### config.mk
export PLATFORM = sky130hd
export DESIGN_NAME = ifu
export DESIGN_NICKNAME = d
export VERILOG_FILES = /design/src/rtl/core_pkg.sv /design/src/rtl/ifu_perf_cnt.sv /design/src/rtl/ifu.sv
export SDC_FILE = /design/constraint.sdc
export NUM_CORES = 1
export LEC_CHECK = 0
export CORE_MARGIN = 2
export CORE_UTILIZATION = 42
export CTS_CLUSTER_SIZE = 24
export DETAILED_ROUTE_END_ITERATION = 6
export PLACE_DENSITY = 0.84
export REMOVE_ABC_BUFFERS = 1
export SLEW_MARGIN = 20
export SYNTH_ARGS = -nofsm -noshare
export SYNTH_HDL_FRONTEND = slang
export SYNTH_SLANG_ARGS = --single-unit
### constraint.sdc
create_clock -name clk -period 2.2 [get_ports clk]
set_input_delay 0.22 -clock clk [delete_from_list [all_inputs] [get_ports clk]]
set_output_delay 0.22 -clock clk [all_outputs]
set_load 0.1 [all_outputs]
### src/rtl/core_pkg.sv
// core_pkg: shared types and constants for the fetch stage.
package core_pkg;
    typedef enum logic [1:0] {S_AR, S_R, S_OUT, S_WAIT} ifu_state_t;
    localparam logic [1:0] RESP_OKAY = 2'b00;
    localparam logic [31:0] RESET_PC_DEFAULT = 32'h8000_0000;
endpackage

### src/rtl/ifu_perf_cnt.sv
// ifu_perf_cnt: free-running 64-bit fetch and stall counters, cleared by rst.
module ifu_perf_cnt (
    input  logic        clk,
    input  logic        rst,
    input  logic        fetch_inc,
    input  logic        stall_inc,
    output logic [63:0] fetch_cnt,
    output logic [63:0] stall_cnt
);
    always_ff @(posedge clk) begin
        if (rst) begin
            fetch_cnt <= '0;
            stall_cnt <= '0;
        end else begin
            fetch_cnt <= fetch_cnt + 64'(fetch_inc);
            stall_cnt <= stall_cnt + 64'(stall_inc);
        end
    end
endmodule

### src/rtl/ifu.sv
// ifu: single-outstanding AXI4-Lite instruction fetch feeding decode via valid/ready.
// Define IFU_PERF_EN to add the perf_fetch_cnt/perf_stall_cnt counters.
module ifu
    import core_pkg::*;
#(
    parameter logic [31:0] RESET_PC = RESET_PC_DEFAULT,
    parameter int          ADDR_W   = 32,
    parameter int          DATA_W   = 32
) (
    input  logic              clk,
    input  logic              rst,
    output logic [ADDR_W-1:0] ifu_araddr,
    output logic              ifu_arvalid,
    input  logic              ifu_arready,
    input  logic [DATA_W-1:0] ifu_rdata,
    input  logic [1:0]        ifu_rresp,
    input  logic              ifu_rvalid,
    output logic              ifu_rready,
    output logic [DATA_W-1:0] inst,
    output logic [ADDR_W-1:0] pc,
    output logic              this_valid,
    input  logic              next_ready,
    output logic              fetch_err,
    input  logic              npc_valid,
    input  logic [ADDR_W-1:0] npc
`ifdef IFU_PERF_EN
    ,
    output logic [63:0]       perf_fetch_cnt,
    output logic [63:0]       perf_stall_cnt
`endif
);
    ifu_state_t state;

    always_ff @(posedge clk) begin
        if (rst) begin
            state     <= S_AR;
            pc        <= ADDR_W'(RESET_PC);
            inst      <= '0;
            fetch_err <= 1'b0;
        end else begin
            case (state)
                S_AR: if (ifu_arready) state <= S_R;
                S_R: if (ifu_rvalid) begin
                    inst      <= ifu_rdata;
                    fetch_err <= ifu_rresp != RESP_OKAY;
                    state     <= S_OUT;
                end
                S_OUT: if (next_ready) begin
                    if (npc_valid) pc <= npc;
                    state <= npc_valid ? S_AR : S_WAIT;
                end
                S_WAIT: if (npc_valid) begin
                    pc    <= npc;
                    state <= S_AR;
                end
            endcase
        end
    end

    // Misaligned PCs are kept verbatim for decode to trap on; the bus only sees word addresses.
    assign ifu_araddr  = {pc[ADDR_W-1:2], 2'b00};
    assign ifu_arvalid = state == S_AR;
    assign ifu_rready  = state == S_R;
    assign this_valid  = state == S_OUT;

    npc_in_fetch: assert property (@(posedge clk) disable iff (rst)
        !(npc_valid && (state == S_AR || state == S_R)));

`ifdef IFU_PERF_EN
    ifu_perf_cnt u_perf (
        .clk       (clk),
        .rst       (rst),
        .fetch_inc (ifu_rvalid && ifu_rready),
        .stall_inc (state == S_AR || state == S_R),
        .fetch_cnt (perf_fetch_cnt),
        .stall_cnt (perf_stall_cnt)
    );
`endif
endmodule

==> impl_metrics.toml, run 1 <==
[power]
swShare_pct = 34.3
pwr-share-clk_pct = 29.3
ir_drop_mv = 0.295
finalPower_mw = 3.07
p_int_mw = 2.02
p_leak_nw = 1.92
power_per_cell_area_mw_per_mm2 = 652
combPwrFrac_pct = 28.7
seqPwrFrac_pct = 42.1
p_switching_mw = 1.05

[place]
dp.cells = 550
portBuffers = 169
gp_congestion = 0.732
dpl.hpwl_mm = 5.10

[final_layout]
multi_input_area_mm2 = 0.00155
syn_to_final_growth_pct = 42.6
fillers = 674
layout_commonest_cell = "nand2b_1"
final_cell_mix = "nand2b_1 (127), buf_4 (98), clkdlybuf4s50_1 (70), dfxtp_1 (67), mux2i_1 (66)"
nets = 531
diodes = 0
register_area_mm2 = 0.00134
stdcell_count = 566
fin_util_pct = 61.3
drive_gt1_share_pct = 26.1

[global_route]
grt_max_degree = 55
antenna_found_initial = 0
gr-total-overflow = 0
grt_pass1_vias = 2399
grt_pass1_wl_mm = 11.0
grt_use_total_pct = 16.0

[timing]
finalClockSkew_ns = 0.00550
finalHoldViolCount = 0
min_period_ns = 1.51
max-slew-margin-rel_pct = 62.7
rsz0062_at_grt = "false"
tightest_slew_ns = 0.560
final-setup-viol-count = 0
max_freq_mhz = 662
whs_ns = 0.449
slew_viol_final = 0
fin_setup_tns_ns = 0
fin_crit_sh_pct = 68.6

[worst_hold_path]
min_path_type = "in -> reg"

[synth]
ys_async_sr_fraction_pct = 0
synth_cells = 329
yosysSeqAreaShare_pct = 40.6
netlist_area_mm2 = 0.00331
ys_ff_latch = 67
synth_area_per_cell_um2 = 10.1
ys.flop_type = "dfxtp_1"
synthDistinctLibCells = 19
yosysWarnings = 0
synth_edf_count = 0

[outcome]
outcome = "complete, no violations"

[cts]
root_buffer = "clkbuf_8"
clock_path_buffers = 2
cts_tree = "yes"
clk_latency_ns = 0.33
clkTransAtPathRegs_ns = 0.07
cts_sinks = 67
cts_made_buffers = 9
cts_setup_buffers = 0
ctsHtreeMaxLevel = 3
cts_resized = 0
cts_hold_buffers = 0

[worst_setup_path]
critical_path_arrival_ns = 1.29
cp-start-kind = "flop"
r2r_cells = 3
timing.rr.end = "pc[27]$_SDFFE_PP0P_"
worstSetupStartpoint = "state[1]$_SDFFE_PP0P_"
r2r_start = "state[1]$_SDFFE_PP0P_"
path_class = "reg -> out"
end_kind = "primary output"
required_ns = 1.98
crit_fanout = 8
rrSetupSlack_ns = 0.93
endpoint = "this_valid"

[floorplanning]
die_width_um = 92.7
die_area_mm2 = 0.00860
start_util_pct = 43.0
core_mm2 = 0.00769
die_y_um = 92.7
ioPinCount = 172
rows = 32

[routing]
drt-total-wl_mm = 7.05
drc = 0
vias = 2547
drtIter0Drc = 52
ant_nets = 0
viasPerCell = 4.50
drtPass1Iterations = 4
wl_per_cell_um = 12.4

[job]
drv_cap = 0
-- power by group through the flow --
| stage | combinational, mW | clock [mW] | sequential (mW) |
|---|---|---|---|
| global placement | 0.880 | 0 | 1.32 |
| CTS | 0.887 | 0.931 | 1.29 |
| detailed placement | 0.885 | 0 | 1.32 |
| global route | 0.916 | 0.999 | 1.30 |
| floorplan | 0.215 | 0 | 1.71 |
| finish | 0.881 | 0.899 | 1.29 |
-- flip-flops by register name, indices dropped and copies added (netlist names) --
name	count
inst	32
pc	32
state	2
fetch_err	1
-- how the worst min path moves through the flow --
stage	to	slack, ns	depth (start not counted)	startpoint
final	pc[25]$_SDFFE_PP0P_	0.45	3	npc[25]
after global routing	inst[2]$_SDFFE_PP0P_	0.44	3	ifu_rdata[2]
after CTS	state[1]$_SDFFE_PP0P_	0.43	2	rst
after detailed placement	inst[28]$_SDFFE_PP0P_	0.46	2	inst[28]$_SDFFE_PP0P_
after global placement	inst[17]$_SDFFE_PP0P_	0.46	2	inst[17]$_SDFFE_PP0P_
after floorplan	state[1]$_SDFFE_PP0P_	0.29	1	rst
-- worst max-delay path, stage by stage (launching register included) --
cell	delay [ns]
dfxtp_1	0.46
nor2b_1	0.19
buf_4	0.30
-- synth_stat cells (2+ instances only) --
master / n / area [µm²]
buf_6: 5 / 56.3
buf_12: 3 / 60.1
buf_2: 2 / 10.0
clkbuf_1: 12 / 45.0
dfxtp_1: 67 / 1340
mux2i_1: 66 / 661
nor2_1: 4 / 15.0
nand2b_1: 127 / 795
buf_4: 33 / 248
-- layout make-up --
type	count	share of cell area, %
clock buffer	14	3.45
tap	102	2.71
multi-input combinational	207	32.8
sequential	67	28.5
clock inverter	2	0.212
inverter	1	0.0796
timing repair buffer	173	32.3
-- layer usage --
layer  GRT usage [%]  up-vias  part of all wire, %
met1            18.8     1157                   43
met4            7.48        0                  1.9
met2            26.9      110                   46
met5               0        -                    0
li1                -     1269                    -
met3            4.80       11                  8.4
-- cells by family after synthesis --
kind of cell    count (synthesis)  synth area share, %
simple gates                  134                 25.2
flops                          67                 40.6
mux                            66                 20.0
buf+inv                        56                 12.8
compound gates                  5                 1.32
other cells                     1                0.113
-- per-stage QoR --
stage	cell area (µm²)	setup slack [ns]
floorplan	2890	0.184
global placement	4540	0.760
detailed placement	4540	0.708
CTS	4710	0.680
global route	4710	0.636
finish	4710	0.690
Power figures use the tool's default switching activity.
==> run 2, diff against run 1 <==
CORE_UTILIZATION = 36   (was 42)
PLACE_DENSITY = 0.77   (was 0.84)
clock period = 1.23 ns   (was 2.2 ns; I/O delays follow)
==> run 2 against run 1 <==
Compared with the run above: the run now ends with negative setup slack left; hold slack worse by 0.17 ns; sequential share of layout area fell by 6.4 points; flip-flop and latch count unchanged; clock power is 82% higher; largest cell class is now buffers; highest routed layer unchanged.
==> impl_metrics.toml, run 2 (synthesis results as in run 1) <==
[worst_setup_path]
r2r_cells = 4
end_kind = "flop"
slowest_stage = "dfxtp_2"
path_delay_family = "flip-flops"
cp-start-kind = "flop"
required_ns = 1.48
r2r_start = "state[0]$_SDFFE_PP0P_"
worstPathCellList = "buf_4 > and3b_2 > buf_12 > mux2i_2"
timing.rr.end = "inst[15]$_SDFFE_PP0P_"
rrSetupSlack_ns = -0.004
timing.critical_path.buf_inv = 2
path_class = "reg -> reg"
critPathMaxStageDelay_ns = 0.34
crit_fanout = 14
critical_path_arrival_ns = 1.48

[final_layout]
diodes = 0
layout_commonest_cell = "nand2b_1"
fin_area_mm2 = 0.00611
nets = 540
stdcell_count = 580
fin_util_pct = 69.4
syn_to_final_growth_pct = 84.7
final_cell_mix = "nand2b_1 (127), buf_12 (101), clkdlybuf4s50_1 (70), mux2i_1 (65), dfxtp_1 (65)"
drive_gt1_share_pct = 29.2
reg_top3 = "inst: 32 flops, pc: 32 flops, state: 2 flops"

[cts]
clock_path_buffers = 2
clkTransAtPathRegs_ns = 0.07
ctsHtreeMaxLevel = 3
cts_made_buffers = 9
root_buffer = "clkbuf_8"
cts_tree = "yes"
cts_sinks = 67
clk_latency_ns = 0.32
cts_hold_buffers = 0

[worst_hold_path]
hold_end = "state[0]$_SDFFE_PP0P_"
worstHoldStart = "rst"
hold_depth = 4
min_path_type = "in -> reg"

[routing]
wl_per_cell_um = 14.8
vias = 2633
viasPerCell = 4.54
drt-total-wl_mm = 8.59
drtIter0Drc = 28
ant_nets = 0
drtPass1Iterations = 4
drc = 0

[floorplanning]
die_width_um = 99.8
start_util_pct = 37.6
die_area_mm2 = 0.00997
rows = 34
core_mm2 = 0.00881
die_y_um = 99.8
ioPinCount = 172

[job]
drv_cap = 0

[place]
dpl.hpwl_mm = 6.11
dp.cells = 560
placed_area_mm2 = 0.00579
gp_congestion = 0.737
portBuffers = 169

[timing]
layout_setup_ws_ns = -0.00437
final-setup-viol-count = 2
finalHoldViolCount = 0
max_freq_mhz = 810
whs_ns = 0.279
slew_viol_final = 0
fin_crit_sh_pct = 100
rsz0062_at_grt = "true"
finalClockSkew_ns = 0.00633
min_period_ns = 1.23

[global_route]
grt_use_total_pct = 16.7
grt_pass1_wl_mm = 13.3
grt_pass1_vias = 2778
grt_max_degree = 118
antenna_found_initial = 0
gr-total-overflow = 0

[outcome]
violations = "negative setup slack"
outcome = "finished, violations left"

[power]
power_per_cell_area_mw_per_mm2 = 974
finalPower_mw = 5.95
ir_drop_mv = 0.438
p_leak_nw = 2.28
==> run 2: cell types whose count changed in the layout (fill, tap and decap cells not counted), moves of 2 or more <==
| cell | delta |
|---|---|
| buf_12 | +97 |
| buf_4 | -92 |
| clkbuf_1 | -2 |
| clkbuf_16 | +3 |
| dfxtp_1 | -2 |
| nor2_1 | -2 |
| nor2_4 | +2 |
==> run 2: tightest hold or removal path: cells and delay by family <==
family	cells	cell delay, ns
compound gates	2	0.16
buf+inv	2	0.28
==> run 2: per-layer routing <==
metal / GRT usage, % / share of wire (%) / routed length [µm] / vias up
met2: 28.1 / 49 / 4220 / 114
met1: 20.1 / 41 / 3480 / 1221
met5: 0 / 0 / 0 / -
met3: 4.94 / 8.6 / 735 / 13
met4: 6.53 / 1.7 / 146 / 0
li1: - / - / - / 1285
==> run 2: layout make-up <==
class | count | area [µm²]
Clock inverter | 2 | 10.0
Clock buffer | 13 | 169
Tap cell | 108 | 135
Inverter | 1 | 6.26
Multi-Input combinational cell | 207 | 1580
Sequential cell | 67 | 1350
Fill cell | 647 | 2700
Timing Repair Buffer | 182 | 2860
==> run 2: repair_timing <==
| action | CTS | global route |
|---|---|---|
| hold endpoints to repair | 0 | 0 |
| cloned | 0 | 3 |
| gates resized for setup | 10 | 4 |
| pin swaps | 1 | 1 |
| setup buffers | 2 | 0 |
| endpoints found under the setup margin | 3 | 61 |
==> run 2: where the power goes <==
group / total, mW / internal [mW] / switching [mW]
Clock: 1.64 / 0.881 / 0.763
Sequential: 2.36 / 2.25 / 0.110
Combinational: 1.94 / 0.834 / 1.10
Total: 5.95 / 3.97 / 1.98
==> run 2: worst max-delay path by stage <==
stage / from / endpoint / slack (ns) / cells past startpoint
final: state[0]$_SDFFE_PP0P_ / inst[15]$_SDFFE_PP0P_ / -0.004 / 4
after floorplan: state[1]$_SDFFE_PP0P_ / fetch_err$_SDFFE_PP0P_ / -0.75 / 2
after CTS: state[0]$_SDFFE_PP0P_ / this_valid / -0.02 / 3
after global placement: npc_valid / pc[11]$_SDFFE_PP0P_ / -0.11 / 4
after detailed placement: next_ready / pc[22]$_SDFFE_PP0P_ / -0.17 / 4
after global routing: state[0]$_SDFFE_PP0P_ / inst[15]$_SDFFE_PP0P_ / -0.06 / 4
==> run 2: per-stage QoR <==
stage	setup slack, ns	setup TNS [ns]
finish	-0.00437	-0.00530
global route	-0.0601	-0.955
CTS	-0.0186	-0.0350
global placement	-0.113	-6.03
detailed placement	-0.168	-8.81
floorplan	-0.748	-76.65
